File: src/rtl/bit_pattern_serializer.sv
// Parallel-to-serial pattern source for the 4-consecutive-1s detector.
// Accepts words over valid/ready and presents one bit per enabled clock on ain_out.
module bit_pattern_serializer #(
  parameter int unsigned WIDTH      = 8,
  parameter bit          MSB_FIRST  = 1'b1,
  parameter bit          IDLE_LEVEL = 1'b0
) (
  input  logic             clk,
  input  logic             reset,
  input  logic [WIDTH-1:0] data_in,
  input  logic             load_valid,
  output logic             load_ready,
  input  logic             shift_en,
  output logic             ain_out,
  output logic             bit_valid,
  output logic             busy,
  output logic             word_done,
  output logic [7:0]       word_cnt
);

  localparam int unsigned CW = (WIDTH > 2) ? $clog2(WIDTH) : 1;
  localparam logic [CW-1:0] LAST_IDX = CW'(WIDTH - 1);

  typedef enum logic {IDLE = 1'b0, SHIFT = 1'b1} state_t;

  state_t           state;
  logic [WIDTH-1:0] sreg;
  logic [CW-1:0]    bit_cnt;
  logic             last_bit;
  logic             accept;

  // Ready depends only on state, counter and shift_en, never on load_valid.
  assign last_bit   = (state == SHIFT) && (bit_cnt == LAST_IDX);
  assign load_ready = (state == IDLE) || (last_bit && shift_en);
  assign word_done  = last_bit && shift_en;
  assign accept     = load_valid && load_ready;

  // sreg keeps the presented bit at the outgoing end; ain_out mirrors it registered.
  always_ff @(posedge clk) begin
    if (reset) begin
      state     <= IDLE;
      sreg      <= '0;
      bit_cnt   <= '0;
      ain_out   <= IDLE_LEVEL;
      bit_valid <= 1'b0;
      busy      <= 1'b0;
      word_cnt  <= 8'd0;
    end else begin
      if (last_bit && shift_en) begin
        word_cnt <= word_cnt + 8'd1;
      end
      if (accept) begin
        state     <= SHIFT;
        sreg      <= data_in;
        bit_cnt   <= '0;
        ain_out   <= MSB_FIRST ? data_in[WIDTH-1] : data_in[0];
        bit_valid <= 1'b1;
        busy      <= 1'b1;
      end else if (state == SHIFT && shift_en) begin
        if (last_bit) begin
          state     <= IDLE;
          ain_out   <= IDLE_LEVEL;
          bit_valid <= 1'b0;
          busy      <= 1'b0;
        end else begin
          bit_cnt <= bit_cnt + CW'(1);
          if (MSB_FIRST) begin
            sreg    <= {sreg[WIDTH-2:0], 1'b0};
            ain_out <= sreg[WIDTH-2];
          end else begin
            sreg    <= {1'b0, sreg[WIDTH-1:1]};
            ain_out <= sreg[1];
          end
        end
      end
    end
  end

endmodule

File: config.mk
export PLATFORM = sky130hd
export DESIGN_NAME = bit_pattern_serializer
export DESIGN_NICKNAME = d
export VERILOG_FILES = /design/src/rtl/bit_pattern_serializer.sv
export SDC_FILE = /design/constraint.sdc
export NUM_CORES = 1
export LEC_CHECK = 0
export ABC_AREA = 0
export CORE_MARGIN = 2
export CORE_UTILIZATION = 40
export CTS_CLUSTER_SIZE = 12
export DETAILED_ROUTE_END_ITERATION = 12
export PLACE_DENSITY = 0.67
export SETUP_SLACK_MARGIN = 0.05
export SYNTH_ARGS = -nofsm -noshare
export SYNTH_HDL_FRONTEND = slang
export SYNTH_SLANG_ARGS = --single-unit
export TNS_END_PERCENT = 10
File: constraint.sdc
create_clock -name clk -period 3.3 [get_ports clk]
set_input_delay 0.33 -clock clk [delete_from_list [all_inputs] [get_ports clk]]
set_output_delay 0.33 -clock clk [all_outputs]
set_load 0.03 [all_outputs]
# == Yosys cells after proc, flatten, opt, wreduce, memory -nomap -nowiden ==
# Index checks and enable logic that the tools add are counted.
# W data, S select, Z words.
# totals
regBits,20
inputBits,12
# op_classes
n_bitwise,2
add_sub_neg,2
eq_ne,2
n_mux,9
reduce_logical,11
# ops
cell,n
$mux W7,3
$add A8 B1 Y8 const B,1
$mux W1,6
$reduce_and A2 Y1,3
$logic_and A1 B1 Y1,4
$reduce_bool A2 Y1,2
$add A3 B1 Y3 const B,1
$eq A3 B3 Y1 const B,1
$ne A2 B1 Y1 const B,1
$not A1 Y1,2
$reduce_or A2 Y1,1
$logic_or A1 B1 Y1,1

# == Depth between registers and ports, before layout ==
# Gate-level depths: netlist of the first run.
# logic_depth
ltp_word,7
mapped_depth,6

# == Least setup slack after synthesis of the first run ==
# OpenSTA, ideal clock, no wires.
# synth_timing
path_type,flip-flop to flip-flop
start,reg bit_cnt[0]
end,reg word_cnt[7]
required_time_ps,3229
path_slack_ps,1737
path_buffers,0
setup_time_ps,71
t_arrival_ps,1493
stages_incl_launch_ff,6
path_cell_list,dfxtp_1 > ha_1 > ha_1 > nand3_4 > or4_1 > a21oi_1
# synth_between
elab_chain_len,3
# synth_lines
element,line_no,rtl
from (decl),28,logic [CW-1:0] bit_cnt;
from (signal assigned),66,bit_cnt <= bit_cnt + CW'(1);
$eq A3 B3 Y1,33,assign last_bit = (state == SHIFT) && (bit_cnt == LAST_IDX);
$logic_and A1 B1 Y1,33,
$logic_and A1 B1 Y1,49,if (last_bit && shift_en) begin
to (signal assigned),50,word_cnt <= word_cnt + 8'd1;
to (decl),18,output logic [7:0] word_cnt
# Every way passes these cells.
# A chain may end at the register's enable or synchronous reset.

# == Worst setup path after layout of the first run ==
# layout_timing
start,reg bit_cnt[0]
end,out word_done
# layout_between
elab_chain_len,3
# layout_lines
element,line_no,rtl
$eq A3 B3 Y1,33,
$logic_and A1 B1 Y1,33,
$logic_and A1 B1 Y1,35,assign word_done = last_bit && shift_en;
to (decl),17,"output logic word_done,"
# Every way passes these cells.

==> results_dict.tcl, run 1 <==
set metrics [dict create \
    outcome "completed" \
    initial_utilization_pct 41.23 \
    worstPathRequired_ns 2.97 \
    h-tree-depth 1 \
    hold_buffers 0 \
    cts-root-buf "clkbuf_4" \
    area_growth_pct 28.34 \
    grt_pass1_vias 856 \
    synth_top_area_share_pct 40.30 \
    max_cap_violations 0 \
    layout_common_cells "clkdlybuf4s50_1 (24), dfxtp_1 (20), o21ai_0 (12)" \
    final_common_cell "clkdlybuf4s50_1" \
    final_area_um2 1275 \
    r2r-start "bit_cnt[0]" \
    p_int_mw 0.3551 \
    slew_headroom_pct 54.58 \
    fin_cells 163 \
    ctsResizeCount 0 \
    die_w_um 53.84 \
    track_usage_pct 17.64 \
    crit_path_max_incr_delay_ns 0.66 \
    cts_setup_buffers 0 \
    setup_tns_ns 0 \
    start_kind "flop" \
    totalWireLength_mm 2.192 \
    nNetsFinal 149 \
    worst-path-max-fanout 16 \
    min_period_ns 2.642 \
    seq_power_share_pct 54.7 \
    final_hold_viol_count 0 \
    fin_total_pwr_mw 0.4761 \
    finalMaxSlewViolations 0 \
    finalSetupViolations 0 \
    hold_class "reg -> reg" \
    drc_errors 0 \
    combPwrFrac_pct 14.9 \
    cts_inserted_buffers 3 \
    dpl.cell_count 159 \
    die_h_um 53.84 \
    wire_per_inst_um 13.45 \
    place_area_um2 1239 \
    endpoint_kind "primary output" \
    first_pass_iters 4 \
    antenna_found_initial 0 \
    synthTopCellsByArea "dfxtp_1 (40%), o21ai_0 (6.0%), a221oi_1 (5.3%), o32ai_1 (5.3%), ha_1 (3.8%)" \
    tritoncts "done" \
    path_common_cell "ha_1" \
    powerDensity_nw_per_um2 373.4 \
    cp_cell_sequence "ha_1, ha_1, nand3_4, inv_1, clkdlybuf4s50_1" \
    min-delay-start "sreg[5]" \
    grt_pass1_wl_mm 3.746 \
    fillers 239 \
    synth_area_leader_cell "dfxtp_1" \
    path_class "reg -> out" \
    cp-startpoint "bit_cnt[0]" \
    cts_sinks 20 \
    max_clock_freq_ghz 0.3785 \
    critPathSlowestCell "clkdlybuf4s50_1" \
    vias 902 \
    grt_max_degree 17 \
    switching_share_pct 25.42 \
    crit_family "buffers and inverters" \
    clk_path_buf_depth 2 \
    yosysSeqAreaShare_pct 40.30 \
    grt_setup_unrepaired "no" \
    ys_ff_latch 20 \
    fin_crit_sh_pct 80.07 \
    cp.arrival_ns 2.31 \
    power.switching_mw 0.1210 \
    place.gp.congestion 0.7849 \
    die_area_um2 2898 \
    synth_cell_types 32 \
    rows 18 \
    utilization_pct 52.91 \
    ant_nets 0 \
    p_leak_nw 0.4715 \
    synth_nets 126 \
    viasPerCell 5.534 \
    max_slew.worst_pin.slew_ns 0.6742 \
    synth.cell_area_um2 993.5 \
    core_area_um2 2410 \
    hpwl_mm 1.558 \
    drt_iter0_drc 30 \
    clk-insertion-delay-late_ns 0.30 \
    ioPinCount 25 \
    clkTransAtPathRegs_ns 0.12 \
    p_clk_share_pct 30.3 \
    finClkSkew_ns 0.004022 \
    synth.avg_cell_area_um2 8.950 \
    io_buffers 24 \
    drive_above_1_share_pct 5.263 \
    ys_warn_count 0 \
    synth_cells 111 \
    cp.buffers_inverters 2 \
    gr-total-overflow 0 \
    peakVddDrop_v 0.0003572 \
    insertedDiodeCount 0 \
]
[sequential cells by signal, summed over array words and instances (netlist names)]
name,count
ain_out,1
sreg,7
word_cnt,8
state,1
bit_cnt,3
[through the flow]
step | hold slack (ns) | setup slack, ns
floorplan | 0.4399 | 1.737
global placement | 0.4630 | 0.8826
detailed placement | 0.4627 | 0.8770
CTS | 0.4802 | 0.6557
global route | 0.5071 | 0.5325
finish | 0.4792 | 0.6577
[power by group through the flow]
stage | combinational [mW] | sequential, mW | clock [mW]
after floorplan | 0.0431 | 0.266 | 0
after global placement | 0.0703 | 0.266 | 0
after detailed placement | 0.0709 | 0.266 | 0
after CTS | 0.0715 | 0.261 | 0.145
after global routing | 0.0791 | 0.262 | 0.156
final | 0.0711 | 0.261 | 0.144
[path summary, 6_finish.rpt]
check / slack (ns) / endpoint / depth (start not counted)
max: 0.66 / word_done / 5
min reg2reg: 0.48 / sreg[5] / 2
max reg2reg: 1.29 / sreg[2] / 5
min: 0.48 / sreg[5] / 2
[worst min-delay path, cell delays in order (launching register included)]
cell,delay (ns)
dfxtp_1,0.33
inv_1,0.05
a221oi_1,0.06
[cells in the mapped netlist]
master	number
clkbuf_1	2
inv_1	10
o31ai_1	2
nand3b_1	1
a21o_1	1
nand2_1	3
o221ai_1	1
mux2i_1	3
dfxtp_1	20
nor2b_1	1
nand3_1	2
buf_2	2
xor2_1	2
mux2_2	1
nand2b_1	3
a211oi_1	1
o32ai_1	6
a31oi_1	1
buf_4	2
a21bo_2	1
or3_1	3
ha_1	3
nand4_1	3
nor2_1	6
nand3_4	1
or4_1	2
a21oi_1	7
xnor2_1	1
o21a_1	1
and4_1	1
o21ai_0	12
a221oi_1	6
[cell type report]
cell class,count,area (um2),area share [%]
multi-input combinational,75,523.0,41.02
timing repair buffer,24,240.2,18.84
sequential,20,400.4,31.40
clock buffer,4,36.28,2.846
inverter,10,37.54,2.944
tap,30,37.54,2.944
[per-layer routing]
| metal | vias up | wire [um] | track usage, % |
|---|---|---|---|
| met5 | - | 0 | 0 |
| met4 | 0 | 15 | 3.419 |
| met3 | 2 | 93 | 5.000 |
| met2 | 17 | 1025 | 28.46 |
| met1 | 421 | 1058 | 23.46 |
| li1 | 462 | - | - |
[logic make-up (layout without fill, tap and decap cells)]
| logic type | after synthesis | after routing | synth area share (%) |
|---|---|---|---|
| mux | 4 | 4 | 4.156 |
| fa+ha+maj | 3 | 3 | 3.779 |
| buf+inv | 16 | 38 | 7.053 |
| compound gates | 39 | 39 | 26.45 |
| simple gates | 26 | 26 | 15.62 |
| flops | 20 | 20 | 40.30 |
| xor+xnor | 3 | 3 | 2.645 |
No activity file was read; power rests on OpenSTA's default activity.
==> run 2: changes to the inputs <==
==> constraint.sdc (replaced) <==
create_clock -name clk -period 2.44 [get_ports clk]
set_input_delay 0.244 -clock clk [delete_from_list [all_inputs] [get_ports clk]]
set_output_delay 0.244 -clock clk [all_outputs]
set_load 0.03 [all_outputs]
==> results_dict.tcl, run 2 (synthesized netlist as in run 1, its figures left out) <==
set metrics [dict create \
    outcome "completed" \
    endpoint_kind "primary output" \
    cts-root-buf "clkbuf_4" \
    finClkSkew_ns 0.0009405 \
    m1WireLength_mm 1.033 \
    highest_layer "met4" \
    area_growth_pct 30.60 \
    grt_max_degree 15 \
    worst-path-max-fanout 9 \
    viasPerCell 5.566 \
    cts_setup_buffers 0 \
    worstHoldPathCells 2 \
    utilization_pct 53.84 \
    cp.arrival_ns 1.98 \
    track_usage_pct 17.36 \
    vias 924 \
    fin_crit_sh_pct 90.97 \
    peakVddDrop_v 0.0004104 \
    core_area_um2 2410 \
    h-tree-depth 1 \
    largest_register "word_cnt" \
    max_clock_freq_ghz 0.4505 \
    hpwl_mm 1.521 \
    first_pass_iters 4 \
    tritoncts "done" \
    slew_headroom_pct 69.77 \
    min_period_ns 2.220 \
    die_h_um 53.84 \
    antenna_found_initial 0 \
    path_class "reg -> out" \
    insertedDiodeCount 0 \
    final_common_cell "clkdlybuf4s50_1" \
    worstPathRequired_ns 2.20 \
    start_kind "flop" \
    finalMaxSlewViolations 0 \
    final_hold_viol_count 0 \
    die_area_um2 2898 \
    dr_wl_met3_um 130 \
    hold_buffers 0 \
    io_buffers 24 \
    powerDensity_nw_per_um2 497.9 \
    wl_met2_um 939 \
    totalWireLength_mm 2.129 \
    grt_setup_unrepaired "no" \
    clkTransAtPathRegs_ns 0.11 \
    place.gp.congestion 0.6872 \
    cts_inserted_buffers 3 \
    ioPinCount 25 \
    gr-total-overflow 0 \
    cts_sinks 20 \
    drc_errors 0 \
    grt_pass1_vias 802 \
    setup_tns_ns 0 \
    finalSetupViolations 0 \
    clk-insertion-delay-late_ns 0.30 \
    initial_utilization_pct 41.23 \
    drive_above_1_share_pct 7.353 \
    ctsResizeCount 0 \
    ant_nets 0 \
    hold_class "reg -> reg" \
    largest_register_ffs 8 \
    max_cap_violations 0 \
    largestRegisters "word_cnt: 8 flops, sreg: 7 flops, bit_cnt: 3 flops" \
    drt_iter0_drc 11 \
    grt_pass1_wl_mm 3.636 \
    die_w_um 53.84 \
    layout_common_cells "clkdlybuf4s50_1 (24), dfxtp_1 (20), o21ai_0 (12)" \
    wire_per_inst_um 12.83 \
    max_slew.worst_pin.slew_ns 0.4529 \
    hold_ws_ns 0.4722 \
    clk_path_buf_depth 2 \
    nNetsFinal 152 \
    p_leak_nw 0.4867 \
    rows 18 \
    reg2regPathDepth 7 \
]
-- run 2: cell types whose count changed in the layout (fill, tap and decap cells not counted), sizes merged --
cell  change
buf       +3
-- run 2: report_power, final --
group          internal, mW  total [mW]  switching (mW)
Combinational        0.0510       0.101          0.0496
Clock                0.0912       0.194           0.102
Sequential            0.341       0.352          0.0108
Total                 0.483       0.646           0.163
-- run 2: stage by stage --
step	power, mW	area (um2)	instances	worst slack [ns]
floorplan	0.4182	993.5	111	0.8766
detailed placement	0.4594	1261	162	0.5137
global placement	0.4576	1261	162	0.5179
finish	0.6460	1297	166	0.2204
CTS	0.6533	1297	166	0.1929
global route	0.6805	1297	166	0.09930
-- run 2: area by class of cell --
class	count	area [um2]
tap	30	37.54
timing repair buffer	27	262.8
fill	229	1112
inverter	10	37.54
multi-input combinational	75	523.0
sequential	20	400.4
clock buffer	4	36.28
-- run 2: final timing paths --
| path | startpoint | slack, ns | to |
|---|---|---|---|
| worst max-delay path | bit_cnt[0] | 0.22 | word_done |
| worst min-delay path | sreg[4] | 0.47 | sreg[4] |
| worst max register to register | bit_cnt[0] | 0.74 | sreg[5] |
| worst min register to register | sreg[4] | 0.47 | sreg[4] |
-- run 2: worst max-delay path, cell delays in order (launching register included) --
cell	delay, ns
dfxtp_1	0.36
ha_1	0.15
ha_1	0.26
nand3_4	0.15
inv_1	0.09
clkdlybuf4s50_1	0.66
-- run 2: metal layers --
metal  up-vias  GRT usage, %
met5         -             0
li1        467             -
met2        22         23.98
met1       431         24.53
met3         4         6.389
met4         0         5.983
==> run 3: changes to the inputs <==
--- a/config.mk
+++ b/config.mk
@@ -10,7 +10,9 @@
 export CORE_UTILIZATION = 40
 export CTS_CLUSTER_SIZE = 12
 export DETAILED_ROUTE_END_ITERATION = 12
+export GPL_TIMING_DRIVEN = 0
 export PLACE_DENSITY = 0.67
+export RECOVER_POWER = 100
 export SETUP_SLACK_MARGIN = 0.05
 export SYNTH_ARGS = -nofsm -noshare
 export SYNTH_HDL_FRONTEND = slang
==> results_dict.tcl, run 3 (synthesized netlist as in run 1, its figures left out) <==
set metrics [dict create \
    powerDensity_nw_per_um2 553.6 \
    max_cap_violations 0 \
    ant_nets 0 \
    wl_met2_mm 1.112 \
    ff_latch_area_um2 400.4 \
    grt_max_degree 13 \
    min_period_ns 2.303 \
    h-tree-depth 1 \
    drt_iter0_drc 24 \
    reg2reg_slack_ns 0.50 \
    crit_family "buffers and inverters" \
    gr-total-overflow 0 \
    first_pass_iters 4 \
    io_buffers 23 \
    finalMaxSlewViolations 0 \
    min-delay-start "load_valid" \
    die_h_um 53.84 \
    path_class "reg -> out" \
    final_common_cell "dfxtp_1" \
    clk_path_buf_depth 2 \
    worstHoldPathCells 3 \
    wire_per_inst_um 14.20 \
    clkTransAtPathRegs_ns 0.12 \
    place.gp.congestion 0.7146 \
    insertedDiodeCount 0 \
    highest_layer "met4" \
    finClkSkew_ns 0.003916 \
    dr_wl_met3_um 109 \
    totalWireLength_mm 2.386 \
    tritoncts "done" \
    utilization_pct 54.47 \
    fin_crit_sh_pct 94.37 \
    max_slew.worst_pin.slew_ns 0.8161 \
    finalSetupViolations 0 \
    rows 18 \
    grt_pass1_vias 861 \
    peakVddDrop_v 0.0002922 \
    drive_above_1_share_pct 7.246 \
    reg2regPathDepth 6 \
    clk-insertion-delay-late_ns 0.30 \
    multi_input_area_um2 523.0 \
    setup_ws_ns 0.1373 \
    ioPinCount 25 \
    cts_setup_buffers 0 \
    area_growth_pct 32.12 \
    rr_endpoint "sreg[6]" \
    start_kind "flop" \
    hpwl_mm 1.671 \
    m1WireLength_mm 1.128 \
    initial_utilization_pct 41.23 \
    vias 939 \
    grt_pass1_wl_mm 3.850 \
    setup_tns_ns 0 \
    r2r-start "bit_cnt[0]" \
    worstPathRequired_ns 2.20 \
    die_area_um2 2898 \
    antenna_found_initial 0 \
    core_area_um2 2410 \
    path_common_cell "ha_1" \
    largest_register "word_cnt" \
    p_leak_nw 0.5248 \
    cp-startpoint "bit_cnt[0]" \
    critPathSlowestCell "dlygate4sd3_1" \
    cp.arrival_ns 2.06 \
    crit_path_max_incr_delay_ns 0.74 \
    hold_buffers 0 \
    hold_end "state" \
    drc_errors 0 \
    hold_class "in -> reg" \
    die_w_um 53.84 \
    nNetsFinal 154 \
    cp_cell_sequence "ha_1, ha_1, a21bo_2, dlygate4sd3_1" \
    largest_register_ffs 8 \
    layout_common_cells "dfxtp_1 (20), o21ai_0 (12), dlygate4sd3_1 (12)" \
    fillers 215 \
    place_area_um2 1261 \
    dpl_worst_slack_ns 0.4619 \
    largestRegisters "word_cnt: 8 flops, sreg: 7 flops, bit_cnt: 3 flops" \
    hold_ws_ns 0.3038 \
    cts_sinks 20 \
    final_area_um2 1313 \
    cts_inserted_buffers 3 \
    worst-path-max-fanout 7 \
    track_usage_pct 18.23 \
    cp.buffers_inverters 1 \
    slew_headroom_pct 45.02 \
    cts-root-buf "clkbuf_4" \
    outcome "completed" \
    max_clock_freq_ghz 0.4343 \
    endpoint_kind "primary output" \
    viasPerCell 5.589 \
    grt_setup_unrepaired "no" \
    ctsResizeCount 0 \
    final_hold_viol_count 0 \
]
run 3: worst max-delay path by stage:
| stage | end | slack (ns) | cells past startpoint |
|---|---|---|---|
| after floorplan | word_cnt[7] | 0.88 | 5 |
| after global placement | word_done | 0.46 | 4 |
| after detailed placement | word_done | 0.46 | 4 |
| after CTS | word_done | 0.16 | 5 |
| after global routing | load_ready | 0.04 | 4 |
| final | load_ready | 0.14 | 4 |
run 3: final cells by class:
type	count	area share, %
flip-flops and latches	20	30.51
repair buffers	23	17.54
inverters	10	2.860
clock inverters	1	2.288
well taps	30	2.860
plain buffers	6	2.383
clock buffers	3	1.716
multi-input cells	75	39.85
run 3: layer usage:
| layer | vias up | track usage [%] |
|---|---|---|
| met3 | 4 | 2.778 |
| met5 | - | 0 |
| met4 | 0 | 8.974 |
| li1 | 472 | - |
| met2 | 19 | 27.03 |
| met1 | 444 | 25.56 |
run 3: power by group:
part / switching, mW / internal (mW)
clock network: 0.109 / 0.166
registers: 0.00805 / 0.341
logic: 0.0537 / 0.0489
total: 0.171 / 0.556
run 3: stage by stage:
stage	total power, mW	instances
final	0.7266	168
after global routing	0.7551	168
after CTS	0.7324	168
after detailed placement	0.4606	164
after global placement	0.4578	164
after floorplan	0.4182	111
run 3: worst min-delay path, cell delays in order:
cell	delay, ns
clkbuf_1	0.18
inv_1	0.09
a21oi_1	0.05
